--- config.mk ---
export PLATFORM = sky130hd
export DESIGN_NAME = radix4_seq_divider
export DESIGN_NICKNAME = d
export VERILOG_FILES = /design/src/rtl/radix4_seq_divider.sv
export SDC_FILE = /design/constraint.sdc
export NUM_CORES = 1
export LEC_CHECK = 0
export ABC_AREA = 1
export BUFFER_PORTS_ARGS = -buffer_cell sky130_fd_sc_hd__buf_4
export CORE_MARGIN = 3
export CORE_UTILIZATION = 45
export CTS_BUF_LIST = sky130_fd_sc_hd__clkbuf_16
export DETAILED_ROUTE_END_ITERATION = 16
export GPL_TIMING_DRIVEN = 1
export PLACE_DENSITY = 0.76
export SYNTH_ARGS = -nofsm -noshare
export SYNTH_HDL_FRONTEND = slang
export SYNTH_SLANG_ARGS = --single-unit
--- constraint.sdc ---
create_clock -name clk -period 6 [get_ports clk]
set_input_delay 1.2 -clock clk [delete_from_list [all_inputs] [get_ports clk]]
set_output_delay 1.2 -clock clk [all_outputs]
set_load 0.01 [all_outputs]
--- src/rtl/radix4_seq_divider.sv ---
`default_nettype none
// ============================================================================
//  Module   : radix4_seq_divider
//  Purpose  : Sequential unsigned radix-4 restoring divider. Divides a 2N-bit
//             dividend by an N-bit divisor and retires two quotient bits per
//             clock, so a normal division takes N/2 CALC cycles.
//  Ports    :
//     clk          in   1    rising-edge clock
//     rst_n        in   1    asynchronous active-low reset
//     in_valid     in   1    dividend/divisor valid
//     in_ready     out  1    operation can be accepted (IDLE only)
//     dividend     in   2N   unsigned dividend
//     divisor      in   N    unsigned divisor
//     out_valid    out  1    result valid, held until out_ready
//     out_ready    in   1    consumer accepts result
//     quotient     out  N    unsigned quotient
//     remainder    out  N    unsigned remainder
//     div_by_zero  out  1    divisor was zero
//     overflow     out  1    quotient does not fit in N bits
//  Revision : 1.0  initial release
// ============================================================================
module radix4_seq_divider #(
    parameter int N = 16
) (
    input  logic           clk,
    input  logic           rst_n,
    input  logic           in_valid,
    output logic           in_ready,
    input  logic [2*N-1:0] dividend,
    input  logic [N-1:0]   divisor,
    output logic           out_valid,
    input  logic           out_ready,
    output logic [N-1:0]   quotient,
    output logic [N-1:0]   remainder,
    output logic           div_by_zero,
    output logic           overflow
);

    localparam int c_steps = N / 2;
    localparam int c_cnt_w = (c_steps > 1) ? $clog2(c_steps) : 1;
    localparam logic [c_cnt_w-1:0] c_last_step = c_cnt_w'(c_steps - 1);

    typedef enum logic [1:0] {
        IDLE = 2'd0,
        CALC = 2'd1,
        DONE = 2'd2
    } state_t;

    state_t r_state;
    state_t w_next_state;

    // Partial remainder. Because R < D holds after every step its value
    // always fits in N bits, so only the low N bits are kept.
    logic [N-1:0]       r_rem;
    logic [N-1:0]       r_q;
    logic [N-1:0]       r_d;
    logic [N+1:0]       r_d3;
    logic [c_cnt_w-1:0] r_cnt;
    logic               r_dbz;
    logic               r_ovf;

    logic               w_accept;
    logic               w_exc_dbz;
    logic               w_exc_ovf;
    logic [N+1:0]       w_t;
    logic [N+1:0]       w_d1;
    logic [N+1:0]       w_d2;
    logic [1:0]         w_digit;
    logic [N-1:0]       w_sub;
    logic [N-1:0]       w_r_next;

    assign w_accept  = in_valid && (r_state == IDLE);
    assign w_exc_dbz = (divisor == '0);
    assign w_exc_ovf = (dividend[2*N-1:N] >= divisor);

    // Shift two dividend bits into the partial remainder.
    assign w_t  = {r_rem, r_q[N-1:N-2]};
    assign w_d1 = {2'b00, r_d};
    assign w_d2 = {1'b0, r_d, 1'b0};

    // Digit selection compares at full N+2 width; the subtraction itself can
    // be done modulo 2^N because the true difference is below D < 2^N.
    always_comb begin
        w_digit = 2'd0;
        w_sub   = '0;
        if (w_t >= r_d3) begin
            w_digit = 2'd3;
            w_sub   = r_d3[N-1:0];
        end else if (w_t >= w_d2) begin
            w_digit = 2'd2;
            w_sub   = {r_d[N-2:0], 1'b0};
        end else if (w_t >= w_d1) begin
            w_digit = 2'd1;
            w_sub   = r_d;
        end
    end

    assign w_r_next = w_t[N-1:0] - w_sub;

    // ------------------------------------------------------------------
    // FSM
    // ------------------------------------------------------------------
    always_ff @(posedge clk or negedge rst_n) begin
        if (!rst_n) begin
            r_state <= IDLE;
        end else begin
            r_state <= w_next_state;
        end
    end

    always_comb begin
        w_next_state = r_state;
        in_ready     = 1'b0;
        out_valid    = 1'b0;
        case (r_state)
            IDLE: begin
                in_ready = 1'b1;
                if (in_valid) begin
                    w_next_state = (w_exc_dbz || w_exc_ovf) ? DONE : CALC;
                end
            end
            CALC: begin
                if (r_cnt == c_last_step) begin
                    w_next_state = DONE;
                end
            end
            DONE: begin
                out_valid = 1'b1;
                if (out_ready) begin
                    w_next_state = IDLE;
                end
            end
            default: begin
                w_next_state = IDLE;
            end
        endcase
    end

    // ------------------------------------------------------------------
    // Datapath
    // ------------------------------------------------------------------
    always_ff @(posedge clk or negedge rst_n) begin
        if (!rst_n) begin
            r_rem <= '0;
            r_q   <= '0;
            r_d   <= '0;
            r_d3  <= '0;
            r_cnt <= '0;
            r_dbz <= 1'b0;
            r_ovf <= 1'b0;
        end else if (w_accept) begin
            r_cnt <= '0;
            if (w_exc_dbz) begin
                r_q   <= '1;
                r_rem <= dividend[N-1:0];
                r_dbz <= 1'b1;
                r_ovf <= 1'b0;
            end else if (w_exc_ovf) begin
                r_q   <= '1;
                r_rem <= '0;
                r_dbz <= 1'b0;
                r_ovf <= 1'b1;
            end else begin
                r_q   <= dividend[N-1:0];
                r_rem <= dividend[2*N-1:N];
                r_d   <= divisor;
                r_d3  <= {2'b00, divisor} + {1'b0, divisor, 1'b0};
                r_dbz <= 1'b0;
                r_ovf <= 1'b0;
            end
        end else if (r_state == CALC) begin
            r_rem <= w_r_next;
            r_q   <= {r_q[N-3:0], w_digit};
            r_cnt <= r_cnt + 1'b1;
        end
    end

    assign quotient    = r_q;
    assign remainder   = r_rem;
    assign div_by_zero = r_dbz;
    assign overflow    = r_ovf;

endmodule
`default_nettype wire
# --- Yosys cells after proc, flatten, opt, wreduce, memory -nomap -nowiden ---
# Index checks and enable logic that the tools add are counted.
# Widths: inputs -> output; s select.
word_totals:
  word_cells: 56
  register_bits: 73
  out_inout_bits: 36
  input_bits: 52
classes:
  magnitude_cmp: 4
  n_eq_ne: 6
  add_sub_neg: 3
  bitwise_logic: 2
  mux: 26
  reduce_logical: 7
op_table:
  columns: ["cell", "count"]
  rows:
  - ["$mux 16", 11]
  - ["$add 16x17->18", 1]
  - ["$ge 18x16->1", 1]
  - ["$ge 18x17->1", 1]
  - ["$ge 18x18->1", 1]
  - ["$ge 16x16->1", 1]
  - ["$logic_not 16->1", 1]
  - ["$sub 16x16->16", 1]
  - ["$mux 2", 6]
  - ["$mux 1", 6]
  - ["$mux 3", 2]
  - ["$ne 2x2->1 const B", 3]
  - ["$pmux 2 s3", 1]
  - ["$reduce_and 3->1", 2]
  - ["$add 3x1->3 const B", 1]
  - ["$eq 3x3->1 const B", 1]
  - ["$eq 2x1->1 const B", 1]
  - ["$eq 2x2->1 const B", 1]
  - ["$logic_not 2->1", 1]
  - ["$not 1->1", 2]
  - ["$reduce_bool 2->1", 1]
  - ["$logic_and 1x1->1", 1]
  - ["$logic_or 1x1->1", 1]

# --- Longest topological paths before layout ---
logic_depth:
  word_depth: 7
  ltp_mapped: 27
  ltp_nobuf: 27

# --- Worst setup path before layout ---
# No wires, ideal clock.
synth_timing:
  kind: "register to register"
  start: "reg r_rem[11] (netlist: remainder[11])"
  end: "reg r_rem[12] (netlist: remainder[12])"
  synth_period_minus_slack_ps: 3350
  slack_ps: 2650
  setup_time_ps: 69
  stages_incl_launch_ff: 24
  path_buffers: 1
  t_arrival_ps: 3281
  required_ps: 5931
  path_cell_list: "dfrtp_1 -> ha_1 -> nand2_1 -> inv_1 -> nand2_1 -> nand2_1 -> a21oi_1 -> nand3_2 -> nor2_4 -> nand2_1 -> buf_6 -> o221ai_1 -> o21ai_0 -> ha_1 -> a21o_1 -> a21oi_1 -> o21ai_1 -> a21boi_1 -> o21ai_1 -> nand2_1 -> nand2_1 -> o21ai_0 -> nand2_1 -> nand3_1"
synth_between:
  elab_chain_cells: 7
  word_cells_on_any_way: 9
  classes_between: "add/sub (1); order compare (3); mux (5)"
synth_rtl:
  columns: ["item", "line", "rtl"]
  rows:
  - ["from (decl)", "54", "logic [N-1:0] r_rem;"]
  - ["from (signal assigned)", "155", "r_rem <= dividend[N-1:0];"]
  - ["from (signal assigned)", "165", "r_rem <= dividend[2*N-1:N];"]
  - ["from (signal assigned)", "172", "r_rem <= w_r_next;"]
  - ["$ge 18x16->1", "92", "end else if (w_t >= w_d1) begin"]
  - ["$mux 16", "92", null]
  - ["$mux 16", "89", "end else if (w_t >= w_d2) begin"]
  - ["$mux 16 (*)", "86", "if (w_t >= r_d3) begin"]
  - ["$sub 16x16->16 (*)", "98", "assign w_r_next = w_t[N-1:0] - w_sub;"]
  - ["$mux 16 (*)", "171", "end else if (r_state == CALC) begin"]
  - ["$mux 16 (*)", "151", "end else if (w_accept) begin"]
# Every way passes the cells marked *; elsewhere a longest branch is shown, timed or not. The select of a mux whose other input is x is not followed.
# A chain may end at the register's enable or synchronous reset.

# --- Final worst setup path ---
layout_timing:
  start: "reg r_rem[3] (netlist: remainder[3])"
  end: "reg r_rem[12] (netlist: remainder[12])"
layout_between:
  elab_chain_cells: 7
  word_cells_on_any_way: 9
  classes_between: "add/sub (1); order compare (3); mux (5)"
layout_rtl:
  columns: ["item", "line"]
  rows:
  - ["$ge 18x16->1", "92"]
  - ["$mux 16", "92"]
  - ["$mux 16", "89"]
  - ["$mux 16", "86"]
  - ["$sub 16x16->16 (*)", "98"]
  - ["$mux 16 (*)", "171"]
  - ["$mux 16 (*)", "151"]
# Marks and branches as above.

==> flow_metrics.tcl <==
set metrics [dict create \
    fin_worst_skew_ns 0.00796 \
    finalCritPeriodShare_pct 74.6 \
    timing.slew.headroom_pct 36.0 \
    antenna_found_initial 0 \
    rows 43 \
    slowest_stage "dfrtp_1" \
    grt_usage_pct 24.4 \
    vias 6386 \
    worstSkewPairLatency_ns 0.35 \
    ios 88 \
    worstReg2RegStart "remainder[3]" \
    ys_warn_count 0 \
    cts_tree "yes" \
    via_per_inst 5.49 \
    drive_gt1_share_pct 12.1 \
    drv_cap 0 \
    hold_depth 2 \
    synth_xor_xnor_area_share_pct 1.87 \
    worstPathArrival_ns 4.75 \
    ant_nets 0 \
    critPathMaxStageDelay_ns 0.48 \
    outcome "complete, no violations" \
    crit_type "register to register" \
    place_congestion 0.940 \
    worstRegToRegCells 25 \
    post-route-min-period_ns 4.47 \
    post-route-drc-count 0 \
    dr.pass1.iters 5 \
    fmaxAchievable_mhz 224 \
    path_common_cell "nand2_1" \
    yosysUniqueCellTypes 41 \
    core_area_sq_um 14000 \
    fin_tns_setup_ns 0 \
    numCtsBuffers 9 \
    hp-start "r_d[13]" \
    ctsHtreeMaxLevel 3 \
    grt_pass1_vias 5993 \
    dp_hpwl_mm 15.4 \
    die_y_um 127 \
    portBuffers 87 \
    cp-start-kind "register" \
    ys_seq_elements 72 \
    grt_pass1_wl_mm 31.2 \
    synth_area_sq_um 6560 \
    dieArea_sq_um 16100 \
    wl_per_cell_um 16.9 \
    hold_viol 0 \
    cts.sinks 72 \
    min_path_type "register to register" \
    final_nets 1139 \
    synth_top_family_by_area "adder cells" \
    muxShareOfSynthArea_pct 0 \
    drt_iter0_markers 523 \
    setup_viol 0 \
    n_antenna_cell 0 \
    end_kind "register" \
    synth-simple-area-share_pct 20.5 \
    syn_to_final_growth_pct 16.7 \
    routed_wl_mm 19.7 \
    tightestPinTransition_ns 0.960 \
    synth_nets 1062 \
    synth_compound_area_share_pct 20.5 \
    rsz0062_at_grt "no" \
    critPathMaxFanout 18 \
    grt_max_degree 79 \
    die-width_um 127 \
    post_cts_buffers 0 \
    hold_buffers 0 \
    synth_fa_ha_area_share_pct 21.0 \
    path_clk_slew_ns 0.07 \
    synthCells 901 \
    cts_resized 0 \
    start_util_pct 46.7 \
    drv_slew 0 \
    clock_path_buffers 2 \
    cts-root-buf "clkbuf_16" \
    cp.required_ns 6.28 \
    synth_area_per_cell_sq_um 7.28 \
    crit_start "remainder[3]" \
    yosysSeqAreaShare_pct 27.5 \
    grt_overflow_total 0 \
]
## synth_stat cells (all sizes together)
| master | instances | area share, % |
|---|---|---|
| a211oi | 1 | 0.11 |
| a21boi | 3 | 0.34 |
| a21o | 5 | 0.57 |
| a21oi | 78 | 6.0 |
| a22o | 3 | 0.40 |
| a22oi | 2 | 0.23 |
| a31oi | 2 | 0.19 |
| and2 | 1 | 0.095 |
| buf | 13 | 1.3 |
| clkbuf | 12 | 0.69 |
| dfrtp | 72 | 27 |
| fa | 2 | 0.61 |
| ha | 107 | 20 |
| inv | 115 | 6.6 |
| nand2 | 225 | 13 |
| nand3 | 29 | 2.4 |
| nand3b | 2 | 0.23 |
| nand4 | 8 | 0.76 |
| nor2 | 59 | 3.6 |
| nor3 | 5 | 0.38 |
| o211ai | 3 | 0.34 |
| o21a | 2 | 0.23 |
| o21ai | 99 | 7.6 |
| o21bai | 4 | 0.46 |
| o221ai | 17 | 2.3 |
| o22ai | 15 | 1.4 |
| o2bb2ai | 1 | 0.13 |
| o31ai | 1 | 0.11 |
| or2 | 1 | 0.095 |
| xnor2 | 8 | 1.1 |
| xor2 | 6 | 0.80 |
## final cells by class
cell class / count / area, sq um
Clock inverter: 7 / 95.1
Multi-Input combinational cell: 689 / 4190
Inverter: 115 / 432
Fill cell: 1399 / 6390
Tap cell: 180 / 225
Sequential cell: 72 / 1800
Clock buffer: 9 / 225
Timing Repair Buffer: 91 / 683
## critical path, delay by kind of cell, from the launching register on
kind                       cells  cell delay, ns
and+or+nand+nor               14            1.67
DFF                            1            0.48
AOI/OAI and AO/OA              8            1.47
adders and majority gates      2            0.72
buffers and inverters          1            0.05
## cell usage in the layout, fill, tap and decap left out, types with 2 or more instances in the layout
cell | synthesis | final
nand2_1 | 223 | 223
inv_1 | 114 | 114
ha_1 | 107 | 107
o21ai_0 | 92 | 92
buf_4 | 4 | 91
a21oi_1 | 77 | 77
dfrtp_1 | 72 | 72
nor2_1 | 56 | 56
nand3_1 | 26 | 26
o221ai_1 | 17 | 17
o22ai_1 | 15 | 15
clkbuf_16 | 0 | 9
nand4_1 | 8 | 8
xnor2_1 | 8 | 8
o21ai_1 | 6 | 6
xor2_1 | 6 | 6
nor3_1 | 5 | 5
a21o_1 | 5 | 5
o21bai_1 | 4 | 4
nand3_2 | 3 | 3
o211ai_1 | 3 | 3
a21boi_1 | 3 | 3
a22o_1 | 3 | 3
o21a_1 | 2 | 2
nand2_2 | 2 | 2
nand3b_1 | 2 | 2
nor2_2 | 2 | 2
a22oi_1 | 2 | 2
a31oi_1 | 2 | 2
fa_1 | 2 | 2
clkinv_2 | 0 | 2
bufinv_16 | 0 | 2
## final timing paths
check | to | slack [ns]
min in group asynchronous | quotient[10] | 0.99
min reg2reg | r_d[13] | 0.49
max | remainder[12] | 1.53
min | r_d[13] | 0.49
max reg2reg | remainder[12] | 1.53
max in group asynchronous | remainder[15] | 4.37
## per-stage QoR
stage / cells / hold WS [ns] / cell area, sq um / worst slack [ns] / util [%]
5_1_grt: 1163 / 0.502 / 7650 / 1.09 / 54.5
2_1_floorplan: 901 / 0.453 / 6560 / 2.65 / -
3_5_place_dp: 1147 / 0.474 / 7330 / 1.66 / 52.2
6_report: 1163 / 0.488 / 7650 / 1.53 / 54.5
3_3_place_gp: 1147 / 0.466 / 7330 / 1.68 / 52.2
4_1_cts: 1163 / 0.489 / 7650 / 1.64 / 54.5
## flip-flops by register name, indices dropped and copies added (netlist names)
register	cells
div_by_zero	1
overflow	1
quotient	16
r_cnt	3
r_d	16
r_d3	17
r_state	2
remainder	16
## per-layer routing
| layer | wire, um | global-route usage [%] | up-vias |
|---|---|---|---|
| li1 | - | - | 3192 |
| met1 | 9230 | 35.2 | 2970 |
| met2 | 8710 | 37.5 | 199 |
| met3 | 1310 | 4.17 | 25 |
| met4 | 447 | 7.19 | 0 |
| met5 | 0 | 0 | - |
## cells by family (layout without fill, tap and decap cells)
family          after synthesis  after routing
flops                        72             72
buf+inv                     140            222
xor+xnor                     14             14
fa+ha+maj                   109            109
compound gates              236            236
simple gates                330            330
Power is not shown: default switching activity piles up to over one toggle a cycle in this logic, so the estimate is an artifact.
